<file path="src/rtl/instr_fetch_unit_if.sv">
// Instruction memory bus: single-cycle request/ack handshake with read data.
// The fetch unit drives the request side (master) and the memory answers (slave).
interface instr_fetch_unit_if;
   logic        imem_req;
   logic [15:0] imem_addr;
   logic        imem_ack;
   logic [15:0] imem_rdata;

   modport master (output imem_req, imem_addr, input imem_ack, imem_rdata);
   modport slave  (input imem_req, imem_addr, output imem_ack, imem_rdata);
endinterface

</file>
<file path="src/rtl/instr_fetch_unit.sv">
// Instruction fetch unit: fetches one 16-bit word at a time, holds it under stall,
// and handles redirects, including draining a request that was issued before the redirect.
module instr_fetch_unit #(
   parameter logic [15:0] RESET_PC = 16'h0000
) (
   input  logic                       clk,
   input  logic                       rst_n,
   instr_fetch_unit_if.master         imem,
   input  logic                       stall,
   input  logic                       pc_load,
   input  logic [15:0]                pc_load_val,
   output logic                       valid,
   output logic [15:0]                instr,
   output logic [2:0]                 op,
   output logic [2:0]                 rs,
   output logic [2:0]                 rt,
   output logic [2:0]                 rd,
   output logic [3:0]                 funct,
   output logic [6:0]                 imm,
   output logic [15:0]                pc_out
);

   typedef enum logic [1:0] {FETCH, VALID, DRAIN} state_t;

   state_t      state, next_state;
   logic [15:0] pc;
   logic [15:0] drain_addr;
   logic [15:0] target;
   logic        fetch_done;

   assign target     = pc_load_val & 16'hFFFE;
   assign fetch_done = (state == FETCH) && imem.imem_ack && !pc_load;

   always_ff @(posedge clk or negedge rst_n) begin
      if (!rst_n) begin
         state <= FETCH;
      end else begin
         state <= next_state;
      end
   end

   always_comb begin
      next_state = state;
      unique case (state)
         FETCH: begin
            if (pc_load) begin
               next_state = imem.imem_ack ? FETCH : DRAIN;
            end else if (imem.imem_ack) begin
               next_state = VALID;
            end
         end
         VALID: begin
            if (pc_load || !stall) begin
               next_state = FETCH;
            end
         end
         DRAIN: begin
            if (imem.imem_ack) begin
               next_state = FETCH;
            end
         end
         default: next_state = FETCH;
      endcase
   end

   // DRAIN keeps presenting the pre-redirect address; the request is masked during reset.
   always_comb begin
      imem.imem_req  = rst_n && (state != VALID);
      imem.imem_addr = (state == DRAIN) ? drain_addr : pc;
      valid          = (state == VALID);
   end

   always_ff @(posedge clk or negedge rst_n) begin
      if (!rst_n) begin
         pc         <= RESET_PC;
         drain_addr <= 16'h0000;
         instr      <= 16'h0000;
         pc_out     <= 16'h0000;
      end else begin
         if (pc_load) begin
            pc <= target;
         end else if (fetch_done) begin
            pc <= pc + 16'd2;
         end
         if ((state == FETCH) && pc_load && !imem.imem_ack) begin
            drain_addr <= pc;
         end
         if (fetch_done) begin
            instr  <= imem.imem_rdata;
            pc_out <= pc;
         end
      end
   end

   assign op    = instr[15:13];
   assign rs    = instr[12:10];
   assign rt    = instr[9:7];
   assign rd    = instr[6:4];
   assign funct = instr[3:0];
   assign imm   = instr[6:0];

endmodule

</file>
<file path="src/flat_wrapper.sv">
// flat-port wrapper written by rule: the top's interface ports become plain ports
module instr_fetch_unit_flat 
#(
   parameter logic [15:0] RESET_PC = 16'h0000
)
  (clk, rst_n, stall, pc_load, pc_load_val, valid, instr, op, rs, rt, rd, funct, imm, pc_out, imem_imem_req, imem_imem_addr, imem_imem_ack, imem_imem_rdata);
  instr_fetch_unit_if imem_i ();
  input  logic clk;
  input  logic rst_n;
  input  logic stall;
  input  logic pc_load;
  input  logic [15:0] pc_load_val;
  output logic valid;
  output logic [15:0] instr;
  output logic [2:0] op;
  output logic [2:0] rs;
  output logic [2:0] rt;
  output logic [2:0] rd;
  output logic [3:0] funct;
  output logic [6:0] imm;
  output logic [15:0] pc_out;
  output wire logic [$bits(imem_i.imem_req)-1:0] imem_imem_req;
  output wire logic [$bits(imem_i.imem_addr)-1:0] imem_imem_addr;
  input wire logic [$bits(imem_i.imem_ack)-1:0] imem_imem_ack;
  input wire logic [$bits(imem_i.imem_rdata)-1:0] imem_imem_rdata;
  assign imem_imem_req = imem_i.imem_req;
  assign imem_imem_addr = imem_i.imem_addr;
  assign imem_i.imem_ack = imem_imem_ack;
  assign imem_i.imem_rdata = imem_imem_rdata;
  instr_fetch_unit #(.RESET_PC(RESET_PC)) u_core (.clk(clk), .rst_n(rst_n), .imem(imem_i), .stall(stall), .pc_load(pc_load), .pc_load_val(pc_load_val), .valid(valid), .instr(instr), .op(op), .rs(rs), .rt(rt), .rd(rd), .funct(funct), .imm(imm), .pc_out(pc_out));
endmodule
</file>
<file path="config.mk">
export PLATFORM = sky130hd
export DESIGN_NAME = instr_fetch_unit_flat
export DESIGN_NICKNAME = d
export VERILOG_FILES = /design/src/rtl/instr_fetch_unit_if.sv /design/src/rtl/instr_fetch_unit.sv /design/src/flat_wrapper.sv
export SDC_FILE = /design/constraint.sdc
export NUM_CORES = 1
export LEC_CHECK = 0
export ABC_AREA = 0
export CORE_MARGIN = 2
export CORE_UTILIZATION = 40
export CTS_BUF_LIST = sky130_fd_sc_hd__clkbuf_16
export CTS_CLUSTER_SIZE = 24
export DETAILED_ROUTE_END_ITERATION = 16
export PLACE_DENSITY_LB_ADDON = 0.3
export SLEW_MARGIN = 25
export SYNTH_ARGS = -nofsm -noshare
export SYNTH_HDL_FRONTEND = slang
export SYNTH_SLANG_ARGS = --single-unit
export TNS_END_PERCENT = 50
</file>
<file path="constraint.sdc">
create_clock -name clk -period 2.1 [get_ports clk]
set_input_delay 0.42 -clock clk [delete_from_list [all_inputs] [get_ports clk]]
set_output_delay 0.42 -clock clk [all_outputs]
set_load 0.05 [all_outputs]
</file>
# Word-level counts from Yosys, hierarchy flattened
# Index checks and enable logic that the tools add are counted.
# word_totals
ff_bits,66
out_inout_bits,73
# classes
n_eq_ne,6
add_sub_neg,1
n_mux,9
n_reduce_logical,12
# ops
operator,count
two-way mux 16 bit,3
"adder 16 x 2 -> 16 bit, second input constant",1
two-way mux 2 bit,5
case mux 2 bit (3 select lines),1
logical AND 1 bit,5
"!= test 2 x 1 -> 1 bit, second input constant",2
zero test 1 bit,3
"!= test 3 bit, second input constant",1
AND reduction 3 bit,1
"== test 2 x 1 -> 1 bit, second input constant",1
"== test 2 bit, second input constant",1
zero test 2 bit,1
"!= test 2 bit, second input constant",1
nonzero test 2 bit,1
logical OR 1 bit,1

# Longest topological paths before layout
# Gate-level depths: netlist (run 1).
# depth
word_depth,5
mapped_depth,6

# Least setup slack after synthesis (run 1)
# No wires, ideal clock.
# synth_timing
kind,reg2out
startpoint,register u_core.state[0]
endpoint,output imem_imem_addr[10]
slack_ps,-458
n_path_buf,3
arrival_ps,2138
path_stages_with_launch,6
path_cell_list,dfrtp_1 buf_6 and2b_1 clkbuf_1 clkbuf_1 o21ai_0
# synth_via
elab_chain_len,2
# synth_rtl
item,line,rtl
"start, declared",instr_fetch_unit.sv:25,"state_t state, next_state;"
"start signal, assigned",instr_fetch_unit.sv:38,state <= next_state;
== test 2 bit,instr_fetch_unit.sv:69,imem.imem_addr = (state == DRAIN) ? drain_addr : pc;
two-way mux 16 bit,instr_fetch_unit.sv:69,
"end, declared",flat_wrapper.sv:23,output wire logic [$bits(imem_i.imem_addr)-1:0] imem_imem_addr;
# No other way between the ends.

# Worst setup path in the final report (run 1)
# layout_timing
startpoint,register u_core.state[0]
endpoint,output imem_imem_addr[9]
# Same word-level chain as after synthesis.

==> results.toml, run 1 <==
[floorplan]
die_w_um = 91.15
rows = 31
die_y_um = 91.15
core_area_um2 = 7292
start_util_pct = 41.66
io_pins = 110
dieArea_um2 = 8308

[finish]
fin_cells = 457
nNetsFinal = 391
finalInstanceArea_um2 = 4633
drive_above_1_share_pct = 33.52
fillCellCount = 621
area_growth_pct = 52.51
antenna_cells = 0

[power_and_ir_drop]
static-leakage-power_nw = 1.942
p_switching_mw = 2.186
powerDensity_nw_per_um2 = 1192
p_int_mw = 3.338
p_sw_share_pct = 39.57
combPwrFrac_pct = 44.4
total_power_mw = 5.524
clkPwrFrac_pct = 25.0
pwr-share-seq_pct = 30.6
vdd_drop_max_uv = 666.8

[worst_setup_path]
path_common_cell = "buf_6"
worstPathCellList = "buf_6, and2b_2, buf_6, mux2_4, buf_8"
critical_path_class = "reg -> out"
slowest_stage = "dfrtp_1"
cp-end-kind = "primary output"
path_max_fanout = 5
slowest_delay_ns = 0.38
critPathLaunchType = "flip-flop"
worst_ep_arrival_time_ns = 1.74
required_ns = 1.68

[grt]
grt_pass1_vias = 2362
antenna_found_initial = 0
grt.total_usage_pct = 18.21
overflow = 0
grt_max_degree = 64
grt_pass1_wl_mm = 11.94

[synth]
avgSynthCellArea_um2 = 12.06
syn_area_um2 = 3038
netlist_instances = 252
synth.distinct_cells = 30
synth_top_area_cell = "dfrtp_1"
synth_top_area_share_pct = 51.89
yosysSeqAreaShare_pct = 51.89
synth-seq-cells = 63
yosysWarnings = 0
synth.area.top_cells = "dfrtp_1, mux2_2, buf_4, xnor2_1, nand2_1"

[clock_tree]
clockRootBuffer = "clkbuf_16"
cts_buffers = 9
insertion_delay_ns = 0.32
cts_sinks = 63
clockBufferDepth = 2
cts_max_level = 3
cts_hold_buffers = 0
cts_tree = "done"
clkTransAtPathRegs_ns = 0.05

[job]
cap_violations = 0

[drt]
drcViolationCount = 0
vias_per_cell = 4.958
wirelength_mm = 7.273
drt_iter0_drc = 59
num_vias = 2266
wl_per_cell_um = 15.91
drt-pass1-iter-count = 4
ant_nets = 0

[run_status]
violations = "negative setup slack"
status = "finished with violations"

[sta]
fin_ws_ns = -0.05645
timing.final.crit_share_pct = 102.7
tightest_slew_ns = 0.8228
hold_ws_ns = 0.2988
slew_headroom_pct = 45.15
fmax_ghz = 0.4637
slew_violations = 0
rsz0062_at_grt = "true"
hold_viol = 0
setup_viol = 13
fin_crit_ns = 2.156
skew_ns = 0.005893

[place]
pre_cts_ws_ns = -0.3025
place_congestion = 0.7409
port-buffer-count = 106
dpl_cell_area_um2 = 4134
place_inst = 437
dp_hpwl_mm = 5.004

[hold_path]
hold_path_class = "in -> async"
==> final cells by class <==
type	count	area, um^2	area share [%]
Sequential cell	63	1577	34.03
Timing Repair Buffer	128	1354	29.22
Multi-Input combinational cell	148	1287	27.79
Clock buffer	9	225.2	4.861
Tap cell	99	123.9	2.674
Clock inverter	7	55.05	1.188
Inverter	3	11.26	0.2430
==> critical path, delay by kind of cell, from the launching register on <==
| family | cells | cell delay [ns] |
|---|---|---|
| buffers and inverters | 3 | 0.43 |
| DFF | 1 | 0.38 |
| muxes | 1 | 0.32 |
| and+or+nand+nor | 1 | 0.27 |
==> power groups by stage <==
stage | clock network, mW | logic (mW) | registers, mW
after floorplan | 0 | 1.14 | 2.19
after global placement | 0 | 2.30 | 1.68
after detailed placement | 0 | 2.33 | 1.70
after CTS | 1.42 | 2.46 | 1.69
after global routing | 1.47 | 2.54 | 1.74
final | 1.38 | 2.45 | 1.69
==> worst paths after layout <==
kind / from / endpoint / slack (ns) / cells past startpoint
min in group clk: u_core.drain_addr[15]$_DFFE_PN0P_ / u_core.drain_addr[15]$_DFFE_PN0P_ / 0.50 / 1
hold reg to reg: u_core.drain_addr[15]$_DFFE_PN0P_ / u_core.drain_addr[15]$_DFFE_PN0P_ / 0.50 / 1
max in group asynchronous: rst_n / u_core.instr[4]$_DFFE_PN0P_ / 1.22 / 2
setup / recovery: u_core.state[0]$_DFFE_PN0P_ / imem_imem_addr[9] / -0.06 / 5
hold / removal: rst_n / u_core.pc[13]$_DFFE_PN0P_ / 0.30 / 2
setup reg to reg: u_core.state[0]$_DFFE_PN0P_ / u_core.pc[14]$_DFFE_PN0P_ / 0.08 / 5
==> metal layers <==
| layer | part of all wire [%] | GRT usage [%] | vias to the layer above | routed length, um |
|---|---|---|---|---|
| met5 | 0 | 0 | - | 0 |
| li1 | - | - | 1053 | - |
| met2 | 49 | 30.19 | 96 | 3564 |
| met1 | 43 | 22.75 | 1105 | 3107 |
| met3 | 7.0 | 5.311 | 12 | 509 |
| met4 | 1.3 | 6.313 | 0 | 91 |
==> cell usage in the layout (no fill, tap or decap), drive strengths merged, types with 2 or more instances in the layout <==
| cell | instances |
|---|---|
| buf | 40 |
| clkbuf | 9 |
| clkdlybuf4s50 | 88 |
| clkinv | 5 |
| conb | 2 |
| dfrtp | 63 |
| inv | 4 |
| mux2 | 58 |
| mux2i | 3 |
| nand2 | 20 |
| nand3 | 3 |
| nand4 | 4 |
| nor2 | 5 |
| nor2b | 3 |
| nor3 | 7 |
| nor4 | 6 |
| o21ai | 15 |
| o31a | 2 |
| xnor2 | 10 |
==> flip-flops by register name, summed over array words and instances (netlist names) <==
name,cells
u_core.pc_out,15
u_core.state,2
u_core.pc,15
u_core.drain_addr,15
u_core.instr,16
==> cell families after synthesis <==
group | count (synthesis) | share of synthesized area, %
xor+xnor | 11 | 3.171
simple gates | 54 | 9.390
buf+inv | 42 | 8.896
other cells | 1 | 0.1234
mux | 61 | 22.49
compound gates | 19 | 3.625
flops | 63 | 51.89
fa+ha+maj | 1 | 0.4118
==> synth_stat cells (all sizes together) <==
cell type and number:
clkbuf 8, nand2 20, a221o 1, conb 1, dfrtp 63, nand4bb 1, inv 3, ha 1
and2b 1, o31a 2, xnor2 10, a22oi 1, xor2 1, or3 1, nor4b 1, nor4 6
mux2i 3, nor2b 3, nor3 7, o21ai 15, nor2 5, buf 31, or3b 1, nand2b 1
nand3 3, mux2 58, nand4 4
==> through the flow <==
| step | utilization [%] | TNS [ns] |
|---|---|---|
| 2_1_floorplan | - | -0.8442 |
| 4_1_cts | 63.23 | -0.6014 |
| 3_5_place_dp | 56.69 | -6.862 |
| 5_1_grt | 63.54 | -1.157 |
| 3_3_place_gp | 56.69 | -6.524 |
| 6_report | 63.54 | -0.5604 |
==> repair_timing <==
| item | in CTS | in global routing |
|---|---|---|
| setup buffers | 3 | 0 |
| endpoints found under the setup margin | 15 | 16 |
| resized for setup | 45 | 6 |
| gates cloned | 1 | 0 |
Note: power is estimated with default switching activity, not from simulation.
==> inputs of run 2 (changes only) <==
--- a/config.mk
+++ b/config.mk
@@ -6,7 +6,7 @@
 export NUM_CORES = 1
 export LEC_CHECK = 0
 export ABC_AREA = 0
-export CORE_MARGIN = 2
+export CORE_MARGIN = 1
 export CORE_UTILIZATION = 40
 export CTS_BUF_LIST = sky130_fd_sc_hd__clkbuf_16
 export CTS_CLUSTER_SIZE = 24
==> results.toml, run 2 (synthesis results as in run 1) <==
[run_status]
status = "finished with violations"
violations = "negative setup slack"

[worst_setup_path]
path_max_fanout = 5
path_common_cell = "buf_6"
critical_path_class = "reg -> out"
slowest_delay_ns = 0.38
slowest_stage = "dfrtp_1"
cp-end-kind = "primary output"
rrSetupSlack_ns = 0.19
critPathLaunchType = "flip-flop"
worst_ep_arrival_time_ns = 1.73
worstPathCellList = "buf_6, and2b_2, buf_6, mux2_4, buf_8"
required_ns = 1.68

[floorplan]
rows = 31
die_w_um = 89.15
die_y_um = 89.15
io_pins = 110
core_area_um2 = 7292
dieArea_um2 = 7948
start_util_pct = 41.66

[drt]
wl_per_cell_um = 15.64
wirelength_mm = 7.132
drt-pass1-iter-count = 4
drcViolationCount = 0
drt_iter0_drc = 66
vias_per_cell = 4.923
ant_nets = 0
num_vias = 2245

[power_and_ir_drop]
combPwrFrac_pct = 42.8
pwr-share-seq_pct = 29.4
powerDensity_nw_per_um2 = 1225
total_power_mw = 5.699
static-leakage-power_nw = 1.945
p_int_mw = 3.475
vdd_drop_max_uv = 735.0
clkPwrFrac_pct = 27.8
p_switching_mw = 2.224
p_sw_share_pct = 39.03

[clock_tree]
clockRootBuffer = "clkbuf_16"
insertion_delay_ns = 0.32
cts_hold_buffers = 0
cts_sinks = 63
cts_max_level = 3
clkTransAtPathRegs_ns = 0.06
cts_buffers = 9
clockBufferDepth = 2
cts_tree = "done"

[finish]
drive_above_1_share_pct = 33.61
antenna_cells = 0
mostFrequentLayoutCells = "clkdlybuf4s50_1, dfrtp_1, mux2_2"
fin_cells = 456
area_growth_pct = 53.13
final_common_cell = "clkdlybuf4s50_1"
nNetsFinal = 390
largest_register_ffs = 16
regMostFlops = "u_core.instr"

[place]
place_inst = 437
place_congestion = 0.7440
dp_hpwl_mm = 4.932
pre_cts_ws_ns = -0.2916
port-buffer-count = 106

[job]
cap_violations = 0

[sta]
finalSetupTns_ns = -0.4404
timing.final.crit_share_pct = 102.2
fin_crit_ns = 2.147
fin_ws_ns = -0.04695
slew_headroom_pct = 47.90
tightest_slew_ns = 0.7815
fmax_ghz = 0.4658
slew_violations = 0
skew_ns = 0.004486
setup_viol = 13
rsz0062_at_grt = "true"
hold_viol = 0

[grt]
grt_pass1_wl_mm = 11.54
grt_pass1_vias = 2326
grt.total_usage_pct = 19.72
overflow = 0
antenna_found_initial = 0
grt_max_degree = 64

[hold_path]
hold_path_class = "in -> async"
==> run 2: final timing paths <==
check,startpoint,to,cells after the start
setup / recovery,u_core.state[0]$_DFFE_PN0P_,imem_imem_addr[8],5
hold reg to reg,u_core.pc_out[14]$_DFFE_PN0P_,u_core.pc_out[14]$_DFFE_PN0P_,1
setup reg to reg,u_core.state[0]$_DFFE_PN0P_,u_core.pc[14]$_DFFE_PN0P_,4
min in group clk,u_core.pc_out[14]$_DFFE_PN0P_,u_core.pc_out[14]$_DFFE_PN0P_,1
max in group asynchronous,rst_n,u_core.pc_out[10]$_DFFE_PN0P_,2
hold / removal,rst_n,u_core.drain_addr[13]$_DFFE_PN0P_,2
==> run 2: cell type report <==
cell class / count / area [um^2]
Clock buffer: 9 / 225.2
Clock inverter: 7 / 97.59
Fill cell: 605 / 2640
Inverter: 3 / 11.26
Multi-Input combinational cell: 148 / 1279
Sequential cell: 63 / 1577
Tap cell: 99 / 123.9
Timing Repair Buffer: 127 / 1339
==> run 2: per-stage QoR <==
step                cell area (um^2)  utilization (%)  hold WS [ns]
global route                    4652            63.80        0.3979
finish                          4652            63.80        0.3237
CTS                             4641            63.64        0.3590
floorplan                       3042                -        0.1244
detailed placement              4134            56.69        0.4943
global placement                4134            56.69        0.4832
==> run 2: worst max-delay path: cells and delay by family (launching register included) <==
family,cells,cell delay [ns]
buffers and inverters,3,0.43
flip-flops,1,0.38
multiplexers,1,0.32
AND/OR/NAND/NOR,1,0.26
==> run 2: what timing repair did <==
item | 4_1_cts | 5_1_grt
setup endpoints to repair | 13 | 15
buffers inserted | 2 | 0
gates resized for setup | 44 | 3
gates cloned | 1 | 0
==> run 2: power groups by stage <==
stage                     Clock [mW]  Sequential [mW]  Combinational [mW]
after global routing            1.67             1.71                2.55
after global placement             0             1.67                2.31
after detailed placement           0             1.69                2.33
after floorplan                    0             2.19                1.14
final                           1.58             1.67                2.44
after CTS                       1.61             1.68                2.45
==> run 2: routing by layer <==
metal,part of all wire [%],GRT usage (%)
met5,0,0
met4,1.0,6.349
met3,7.8,6.002
met2,50,34.56
met1,41,23.16
